**src/rtl/itlb_refill_walker.sv**
```systemverilog
// Instruction-TLB refill walker: on a user-mode iTLB miss, fetches one PTE from a
// single-level page table and either fills the iTLB or raises a page fault.
module itlb_refill_walker #(
  parameter int TIMEOUT_CYCLES = 64,
  parameter int PTE_SHIFT      = 2
) (
  input  logic        clk,
  input  logic        reset,
  input  logic        flush,
  input  logic        supervisor_mode,
  input  logic        tlb_miss,
  input  logic [31:0] miss_address,
  input  logic [31:0] ptbr,
  output logic        mem_req,
  output logic [31:0] mem_addr,
  input  logic        mem_gnt,
  input  logic        mem_rvalid,
  input  logic [31:0] mem_rdata,
  output logic        tlb_write,
  output logic [19:0] reg_logic_page,
  output logic [7:0]  reg_physical_page,
  output logic        busy,
  output logic        page_fault,
  output logic [31:0] fault_address,
  output logic [1:0]  fault_cause
);

  localparam int CW = (TIMEOUT_CYCLES > 2) ? $clog2(TIMEOUT_CYCLES) : 1;
  localparam logic [CW-1:0] CNT_LAST = CW'(TIMEOUT_CYCLES - 1);

  localparam logic [2:0] IDLE  = 3'd0;
  localparam logic [2:0] REQ   = 3'd1;
  localparam logic [2:0] WAIT  = 3'd2;
  localparam logic [2:0] FILL  = 3'd3;
  localparam logic [2:0] FAULT = 3'd4;
  localparam logic [2:0] DRAIN = 3'd5;
  localparam logic [2:0] HOLD  = 3'd6;

  logic [2:0]    state_reg, state_next;
  logic [CW-1:0] cnt_reg, cnt_next;
  logic [19:0]   vpn_reg;
  logic [7:0]    ppn_reg, ppn_next;
  logic [31:0]   addr_reg;
  logic [31:0]   fault_addr_reg;
  logic [1:0]    cause_reg, cause_next;
  logic          accept;
  logic [31:0]   pte_addr;

  // Only V, U and the PPN byte of the PTE carry meaning.
  logic unused_pte_bits;
  assign unused_pte_bits = ^mem_rdata[29:8];

  assign accept   = (state_reg == IDLE) && tlb_miss && !supervisor_mode && !flush;
  assign pte_addr = ptbr + ({12'd0, miss_address[31:12]} << PTE_SHIFT);

  always_comb begin
    state_next = state_reg;
    cnt_next   = cnt_reg;
    ppn_next   = ppn_reg;
    cause_next = cause_reg;
    case (state_reg)
      IDLE: begin
        if (accept) state_next = REQ;
      end
      REQ: begin
        cnt_next = '0;
        // Once granted, the read is in flight and its data must be drained.
        if (mem_gnt)    state_next = flush ? DRAIN : WAIT;
        else if (flush) state_next = IDLE;
      end
      WAIT: begin
        if (mem_rvalid) begin
          if (flush) begin
            state_next = IDLE;
          end else if (!mem_rdata[31]) begin
            state_next = FAULT;
            cause_next = 2'b01;
          end else if (!mem_rdata[30]) begin
            state_next = FAULT;
            cause_next = 2'b10;
          end else begin
            state_next = FILL;
            ppn_next   = mem_rdata[7:0];
          end
        end else if (flush) begin
          state_next = DRAIN;
          cnt_next   = '0;
        end else if (cnt_reg == CNT_LAST) begin
          state_next = FAULT;
          cause_next = 2'b11;
        end else begin
          cnt_next = cnt_reg + 1'b1;
        end
      end
      FILL:  state_next = HOLD;
      FAULT: state_next = HOLD;
      HOLD:  state_next = IDLE;
      DRAIN: begin
        if (mem_rvalid || cnt_reg == CNT_LAST) state_next = IDLE;
        else                                   cnt_next   = cnt_reg + 1'b1;
      end
      default: state_next = IDLE;
    endcase
  end

  always_ff @(posedge clk) begin
    if (reset) begin
      state_reg      <= IDLE;
      cnt_reg        <= '0;
      vpn_reg        <= '0;
      ppn_reg        <= '0;
      addr_reg       <= '0;
      fault_addr_reg <= '0;
      cause_reg      <= '0;
    end else begin
      state_reg <= state_next;
      cnt_reg   <= cnt_next;
      ppn_reg   <= ppn_next;
      cause_reg <= cause_next;
      // Request context is captured once; ptbr/miss_address may move afterwards.
      if (accept) begin
        vpn_reg        <= miss_address[31:12];
        fault_addr_reg <= miss_address;
        addr_reg       <= pte_addr;
      end
    end
  end

  assign mem_req           = (state_reg == REQ);
  assign mem_addr          = addr_reg;
  assign tlb_write         = (state_reg == FILL);
  assign reg_logic_page    = vpn_reg;
  assign reg_physical_page = ppn_reg;
  assign busy              = (state_reg != IDLE);
  assign page_fault        = (state_reg == FAULT);
  assign fault_address     = fault_addr_reg;
  assign fault_cause       = cause_reg;

endmodule

```
**config.mk**
```make
export PLATFORM = sky130hd
export DESIGN_NAME = itlb_refill_walker
export DESIGN_NICKNAME = d
export VERILOG_FILES = /design/src/rtl/itlb_refill_walker.sv
export SDC_FILE = /design/constraint.sdc
export NUM_CORES = 1
export LEC_CHECK = 0
export BUFFER_PORTS_ARGS = -buffer_cell sky130_fd_sc_hd__buf_2
export CORE_MARGIN = 3
export CORE_UTILIZATION = 40
export CTS_BUF_LIST = sky130_fd_sc_hd__clkbuf_8 sky130_fd_sc_hd__clkbuf_16
export CTS_CLUSTER_DIAMETER = 30
export DETAILED_ROUTE_END_ITERATION = 12
export GPL_ROUTABILITY_DRIVEN = 0
export PLACE_DENSITY = 0.72
export SLEW_MARGIN = 30
export SYNTH_ARGS = -nofsm -noshare
export SYNTH_HDL_FRONTEND = slang
export SYNTH_SLANG_ARGS = --single-unit
```
**constraint.sdc**
```tcl
create_clock -name clk -period 3 [get_ports clk]
set_input_delay 0.3 -clock clk [delete_from_list [all_inputs] [get_ports clk]]
set_output_delay 0.3 -clock clk [all_outputs]
set_load 0.005 [all_outputs]
```
# --- Yosys cells after proc, flatten, opt, wreduce, memory -nomap -nowiden ---
# Cells that the tools add are included.
op_classes:
  eq_ne: 14
  n_bitwise: 1
  reduce_logical: 15
  mux: 23
  add_sub_neg: 2
op_table:
  columns: ["cell", "n"]
  rows:
  - ["$mux W3", 11]
  - ["$add A32 B22 Y32", 1]
  - ["$mux W6", 4]
  - ["$pmux W6 S3", 1]
  - ["$pmux W3 S5", 1]
  - ["$mux W2", 6]
  - ["$reduce_and A4 Y1", 3]
  - ["$ne A2 B2 Y1 const B", 4]
  - ["$add A6 B1 Y6 const B", 1]
  - ["$eq A3 B2 Y1 const B", 2]
  - ["$eq A3 B3 Y1 const B", 2]
  - ["$eq A6 B6 Y1 const B", 1]
  - ["$ne A3 B3 Y1 const B", 2]
  - ["$reduce_bool A3 Y1", 2]
  - ["$reduce_and A5 Y1", 1]
  - ["$ne A4 B4 Y1 const B", 1]
  - ["$eq A3 B1 Y1 const B", 1]
  - ["$logic_and A1 B1 Y1", 3]
  - ["$logic_not A3 Y1", 1]
  - ["$ne A3 B2 Y1 const B", 1]
  - ["$logic_not A1 Y1", 2]
  - ["$reduce_bool A2 Y1", 1]
  - ["$reduce_or A2 Y1", 1]
  - ["$logic_or A1 B1 Y1", 1]
  - ["$not A1 Y1", 1]
totals:
  output_inout_bits: 98
  ff_bits: 103
  in_bits: 103

# --- Depth between registers and ports, before layout ---
# Gate-level depths: netlist of the first run.
logic_depth:
  depth_word: 6
  ltp_mapped: 10
  ltp_nobuf: 10

# --- Least setup slack after synthesis of the first run ---
# OpenSTA, ideal clock, no wires.
synth_timing:
  path_type: "input to register"
  from: "input miss_address[12]"
  to: "register addr_reg[28] (netlist: mem_addr[28])"
  path_slack_ns: 0.508
  arrival_ns: 2.401
  path_stages: 10
  path_buffers: 0
  required_ns: 2.909
  cell_sequence: "ha_1 -> inv_1 -> fa_1 -> nor2b_1 -> o31ai_1 -> a21boi_2 -> o41ai_2 -> a21o_1 -> or4_1 -> a311oi_1"
synth_via:
  elab_chain_cells: 1
synth_rtl:
  columns: ["item", "line_no", "rtl"]
  rows:
  - ["start: declaration", "12", "input logic [31:0] miss_address,"]
  - ["$add A32 B22 Y32", "54", "assign pte_addr = ptbr + ({12'd0, miss_address[31:12]} << PTE_SHIFT);"]
  - ["end signal: assignment", "124", "addr_reg <= pte_addr;"]
  - ["end: declaration", "43", "logic [31:0] addr_reg;"]
# Every way passes these cells.
# A chain may end at the register's enable or synchronous reset.

# --- Final worst setup path of the first run ---
layout_timing:
  from: "input miss_address[12]"
  to: "register addr_reg[20] (netlist: mem_addr[20])"
# Same word-level chain as after synthesis.

==> metrics.md, run 1 <==
| Metric | Value |
|---|---|
| Outcome | completed |
| Post-synth top area share | 36.20% |
| Comb pwr share | 22.5% |
| RSZ-0062 raised after global routing | false |
| Top cells by area, synth | dfxtp_1 (36%), nand2_1 (8.8%), a21oi_1 (8.0%), ha_1 (5.7%), nor2_1 (3.8%) |
| Worst Path Max Fanout | 3 |
| Initial Utilization | 41.62% |
| Routed vias/inst | 5.322 |
| Overflow after GRT | 0 |
| Pin slew with the least headroom to its limit | 0.5622 ns |
| Design Area, Final | 5759 um^2 |
| Register-to-register setup slack | 0.85 ns |
| CTS Hold Bufs | 0 |
| Root buf cell | clkbuf_16 |
| Core Region | 11030 um^2 |
| Vias in the first global route | 4545 |
| Nets@finish | 857 |
| Setup CP Type | input pin to register |
| Leak Pwr | 2.674 nW |
| Fin. Hold Viols | 0 |
| Final setup vio count | 0 |
| Final period util | 83.36% |
| CTS HTree Levels | 3 |
| Number of unique standard cell types used by synthesis | 58 |
| Sequential power share | 41.8% |
| Psw | 0.8714 mW |
| Largest register FFs | 32 |
| First-pass GRT wire length | 21520 um |
| Die span in x | 113.1 um |
| Initial antenna violation count | 0 |
| Number of enable flip-flop cells after synthesis | 0 |
| Post-Syn Instances | 586 |
| Setup ws final | 0.4991 ns |
| Post-synthesis sequential area ratio | 36.20% |
| Ports | 201 |
| Synth Register Bits | 83 |
| Mapped Nets | 711 |
| Hold Path Depth | 3 |
| Area leader, netlist | dfxtp_1 |
| Longest Clk Path Bufs | 2 |
| Sw frac | 29.88% |
| Starting DRT DRC Count | 296 |
| Post-Syn Area | 4591 um^2 |
| Tot GR Track Use | 20.40% |
| Peak VDD IR | 287.5 uV |
| Pint | 2.045 mW |
| Synth-to-Final Area Change | 25.46% |
| WP data arrival | 2.73 ns |
| Max Slew Vio Count | 0 |
| Yosys warnings | 0 |
| Predominant post-synthesis flop cell | dfxtp_1 |
| # fillers | 1077 |
| Share of cells above drive strength 1 | 29.04% |
| Routed length per placed instance | 14.78 um |
| Asr flop ratio synth | 0% |
| # DRC | 0 |
| Synthesized area per cell | 7.834 um^2 |
| TritonCTS Buffers | 9 |
| Final hold slack | 0.1916 ns |
| Sink Count | 83 |
| Row count | 38 |
| FF-to-FF End | cnt_reg[1]$_SDFFE_PP0P_ |
| Max-Cap Viols | 0 |
| Startpoint Class | input pin |
| Layout Skew | 0.003681 ns |
| Final Power | 2.916 mW |
| Post-DP HPWL | 9889 um |
| Worst setup EP type | register |
| Die Ht | 113.1 um |
| Hold EP | reg_physical_page[6]$_SDFFE_PP0P_ |
| CTS tree | done |
| Setup bufs post-CTS | 0 |
| Power density over cell area | 506.3 nW/um^2 |
| Sum Neg Setup Slack | 0 ns |
| Commonest cells post-synth | nand2_1 (108), dfxtp_1 (83), a21oi_1 (73) |
| Worst Min Path Start | mem_rdata[6] |
| Vias | 4667 |
| Post-placement worst setup slack | 0.2041 ns |
| # diodes | 0 |
| Clock group share of total power | 35.7% |
| Minimum clock period | 2.501 ns |
| Slew headroom | 62.23% |
| Die Area | 12800 um^2 |
| Largest net degree at the start of global routing | 56 |
| R2R depth | 7 |
| DR pass1 iterations | 6 |
| Worst EP required | 3.23 ns |
| Worst Setup SP | miss_address[12] |
| Worst-path clk slew | 0.06 ns |
| Post-CTS resize count | 0 |
| Area after DPL | 5475 um^2 |
| HP Class | input pin to register |
| Post-route ant nets | 0 |
| Routed WL | 12960 um |
| IO buf count | 178 |
| Worst flop-to-flop path startpoint | cnt_reg[0]$_SDFFE_PP0P_ |
| F_max | 399.9 MHz |
| Most common cell in the netlist | nand2_1 |
| Clock Latency Late Sink | 0.34 ns |
power by group through the flow:
stage	Combinational, mW	Clock [mW]	Sequential (mW)
CTS	0.658	1.08	1.22
global placement	0.636	0	1.24
floorplan	0.432	0	1.23
global route	0.742	1.13	1.23
detailed placement	0.654	0	1.24
finish	0.655	1.04	1.22
worst max-delay path, stage by stage:
cell	delay (ns)
buf_2	0.09
ha_1	0.16
inv_1	0.06
fa_1	0.37
nor2b_1	0.18
buf_4	0.15
o31a_1	0.14
o21ai_1	0.12
a2111oi_2	0.44
o2111ai_1	0.19
and3b_1	0.20
o41ai_1	0.32
cell families (layout without fill, tap and decap cells):
logic type	after synthesis	count (layout)	share of synthesized area [%]
AND/OR/NAND/NOR	235	235	23.68
AO/OA/AOI/OAI	161	161	23.28
flip-flops	83	83	36.20
buffers and inverters	68	219	7.223
adder cells (fa/ha/maj)	22	22	6.160
XOR/XNOR	9	9	1.717
multiplexers	8	8	1.744
layout make-up:
cell class	instances	area [um^2]	area share, %
Inverter	16	60.06	1.043
Clock inverter	5	28.78	0.4997
Sequential cell	83	1662	28.85
Multi-Input combinational cell	435	2608	45.27
Tap cell	140	175.2	3.041
Timing Repair Buffer	187	973.4	16.90
Clock buffer	11	252.7	4.388
routing by layer:
metal,track usage [%],wire (um),vias up
met3,4.973,1007,16
met2,33.73,6030,156
li1,-,-,2340
met5,0,0,-
met1,25.35,5658,2155
met4,8.654,268,0
per-stage QoR:
step,instances,utilization (%)
after floorplan,586,-
after global placement,861,49.64
after detailed placement,861,49.64
after CTS,877,52.19
after global routing,877,52.21
final,877,52.21
cell usage in the layout, fill, tap and decap left out, types with 4 or more instances in the layout:
master,count
a2111oi_2,4
a211oi_1,4
a21o_1,12
a21oi_1,73
a311oi_1,6
and2_1,4
and3_1,8
buf_2,177
buf_4,9
clkbuf_16,9
dfxtp_1,83
ha_1,21
inv_1,17
mux2i_1,8
nand2_1,107
nand3_1,9
nand3b_1,8
nand4_1,4
nor2_1,47
nor2b_1,4
nor3_1,16
nor3b_1,5
o2111a_1,4
o21a_1,6
o21ai_0,12
o21ai_1,8
o21bai_1,6
or3_1,7
xnor2_1,7
worst max path at each step:
| stage | to | slack, ns |
|---|---|---|
| 3_3_place_gp | mem_addr[28]$_SDFFE_PP0P_ | 0.26 |
| 3_5_place_dp | mem_addr[28]$_SDFFE_PP0P_ | 0.20 |
| 5_1_grt | mem_addr[20]$_SDFFE_PP0P_ | 0.24 |
| 2_1_floorplan | mem_addr[28]$_SDFFE_PP0P_ | 0.51 |
| 6_report | mem_addr[20]$_SDFFE_PP0P_ | 0.50 |
| 4_1_cts | mem_addr[20]$_SDFFE_PP0P_ | 0.52 |
(Power assumes the default switching activity.)
==> inputs of run 2 (changes only) <==
==> constraint.sdc (replaced) <==
create_clock -name clk -period 2.35 [get_ports clk]
set_input_delay 0.235 -clock clk [delete_from_list [all_inputs] [get_ports clk]]
set_output_delay 0.235 -clock clk [all_outputs]
set_load 0.005 [all_outputs]
==> metrics.md, run 2 (same netlist as run 1, synthesis figures left out) <==
| Metric | Value |
|---|---|
| F_max | 444.7 MHz |
| RSZ-0062 raised after global routing | false (unchanged) |
| CTS tree | done (unchanged) |
| Routed length per placed instance | 14.75 um (was 14.78 um) |
| Post-Layout Cell Count | 911 (was 877) |
| Worst Setup SP | miss_address[20] (was miss_address[12]) |
| WP data arrival | 2.49 ns (was 2.73 ns) |
| Die Area | 12800 um^2 (unchanged) |
| Starting DRT DRC Count | 292 (was 296) |
| Final Power | 3.889 mW (was 2.916 mW) |
| Hold Path Depth | 3 (unchanged) |
| Power density over cell area | 643.6 nW/um^2 (was 506.3 nW/um^2) |
| Hold EP | mem_addr[0]$_SDFFE_PP0P_ (was reg_physical_page[6]$_SDFFE_PP0P_) |
| Worst setup EP type | register (unchanged) |
| Root buf cell | clkbuf_16 (unchanged) |
| Final setup vio count | 0 (unchanged) |
| Peak VDD IR | 436.0 uV (was 287.5 uV) |
| R2R depth | 7 (unchanged) |
| Longest Clk Path Bufs | 2 (unchanged) |
| IO buf count | 178 (unchanged) |
| Post-DP HPWL | 10260 um (was 9889 um) |
| Ports | 201 (unchanged) |
| Nets@finish | 891 (was 857) |
| Largest net degree at the start of global routing | 54 (was 56) |
| Register-to-register setup slack | 0.25 ns (was 0.85 ns) |
| Clock Latency Late Sink | 0.35 ns (was 0.34 ns) |
| Routed vias/inst | 5.286 (was 5.322) |
| FF-to-FF End | cnt_reg[1]$_SDFFE_PP0P_ (unchanged) |
| Vias in the first global route | 4656 (was 4545) |
| CTS HTree Levels | 3 (unchanged) |
| Max-Cap Viols | 0 (unchanged) |
| Row count | 38 (unchanged) |
| Post-route ant nets | 0 (unchanged) |
| Worst Min Path Start | ptbr[0] (was mem_rdata[6]) |
| Tot GR Track Use | 20.88% (was 20.40%) |
| Routed WL | 13440 um (was 12960 um) |
| Share of cells above drive strength 1 | 32.56% (was 29.04%) |
| Startpoint Class | input pin (unchanged) |
| Worst flop-to-flop path startpoint | cnt_reg[0]$_SDFFE_PP0P_ (unchanged) |
| # DRC | 0 (unchanged) |
| Pin slew with the least headroom to its limit | 0.6038 ns (was 0.5622 ns) |
| Synth-to-Final Area Change | 31.64% (was 25.46%) |
| HP Class | input pin to register (unchanged) |
| Largest register FFs | 32 (unchanged) |
| # diodes | 0 (unchanged) |
| Fin. Hold Viols | 0 (unchanged) |
| Commonest non-fill, non-tap cells in the layout | buf_2 (177), nand2_1 (107), dfxtp_1 (83) (unchanged) |
| Core Region | 11030 um^2 (unchanged) |
| Die Ht | 113.1 um (unchanged) |
| Vias | 4816 (was 4667) |
| Worst EP required | 2.59 ns (was 3.23 ns) |
| Die span in x | 113.1 um (unchanged) |
| Initial Utilization | 41.62% (unchanged) |
| TritonCTS Buffers | 9 (unchanged) |
| Outcome | completed (unchanged) |
| Most common cell after layout, fill and taps aside | buf_2 (unchanged) |
| Worst-path clk slew | 0.06 ns (about the same) |
| Sink Count | 83 (unchanged) |
| Layout Skew | 0.007289 ns (was 0.003681 ns) |
| First-pass GRT wire length | 22070 um (was 21520 um) |
| Setup CP Type | input pin to register (unchanged) |
| Max Slew Vio Count | 0 (unchanged) |
| Initial antenna violation count | 0 (unchanged) |
| Minimum clock period | 2.249 ns |
| Slew headroom | 59.74% (was 62.23%) |
| Leak Pwr | 2.842 nW (was 2.674 nW) |
| DR pass1 iterations | 5 (was 6) |
| Overflow after GRT | 0 (unchanged) |
| Post-Place Cells | 893 (was 861) |
| Final period util | 95.68% |
| Worst Path Max Fanout | 7 (was 3) |
==> run 2: changes by cell type in the layout (fill, tap and decap cells not counted) <==
cell and delta:
fa_1 -1, o31ai_1 -1, clkinv_4 +1, nor2b_4 +1
clkinvlp_4 +1, fa_2 +1, clkbuf_8 -2, nor2b_1 -1
clkinv_2 -1, buf_4 +34, bufinv_16 +1, o31ai_2 +1
==> run 2: how the worst max path moves through the flow <==
stage	depth (start not counted)	slack [ns]	endpoint
floorplan	10	0.02	mem_addr[28]$_SDFFE_PP0P_
global placement	11	-0.18	mem_addr[28]$_SDFFE_PP0P_
detailed placement	12	-0.27	mem_addr[24]$_SDFFE_PP0P_
CTS	12	0.09	mem_addr[24]$_SDFFE_PP0P_
global route	11	0.002	mem_addr[20]$_SDFFE_PP0P_
finish	9	0.10	mem_addr[27]$_SDFFE_PP0P_
==> run 2: cell type report <==
| class | instances | area [um^2] |
|---|---|---|
| Multi-Input combinational cell | 435 | 2623 |
| Tap cell | 140 | 175.2 |
| Clock buffer | 9 | 225.2 |
| Timing Repair Buffer | 221 | 1229 |
| Clock inverter | 7 | 70.07 |
| Fill cell | 1032 | 4987 |
| Inverter | 16 | 60.06 |
| Sequential cell | 83 | 1662 |
==> run 2: through the flow <==
stage / utilization, % / area [um^2] / worst slack, ns / setup TNS (ns) / hold WS [ns]
after global placement: 51.91 / 5725 / -0.1835 / -1.466 / 0.4388
after detailed placement: 51.91 / 5725 / -0.2654 / -2.314 / 0.4461
after floorplan: - / 4601 / 0.02309 / 0 / 0.3447
after global routing: 54.79 / 6043 / 0.001775 / 0 / 0.1212
after CTS: 54.58 / 6021 / 0.08987 / 0 / 0.1178
final: 54.79 / 6043 / 0.1014 / 0 / 0.1263
==> run 2: timing repair <==
item | in CTS | in global routing
buffers inserted | 0 | 2
hold buffers | 0 | 0
gates resized for setup | 0 | 1
setup endpoints to repair | 0 | 4
==> run 2: worst max-delay path, stage by stage <==
cell	delay, ns
buf_2	0.11
ha_1	0.36
a21o_1	0.20
a221o_1	0.33
a31o_1	0.22
and3_4	0.20
o21ba_4	0.24
o2111a_1	0.24
a2111oi_2	0.33
==> run 2: per-layer routing <==
layer  track usage [%]  vias to the layer above  wire length, um
li1                  -                     2412                -
met1             25.93                     2225             5757
met2             35.31                      167             6585
met3             6.631                       12              959
met4             4.968                        0              133
met5                 0                        -                0
==> run 2: power by group <==
group	leakage (nW)	internal (mW)	switching, mW
combinational	2.03	0.416	0.507
clock	0.139	0.819	0.592
sequential	0.673	1.49	0.0660
total	2.84	2.72	1.17
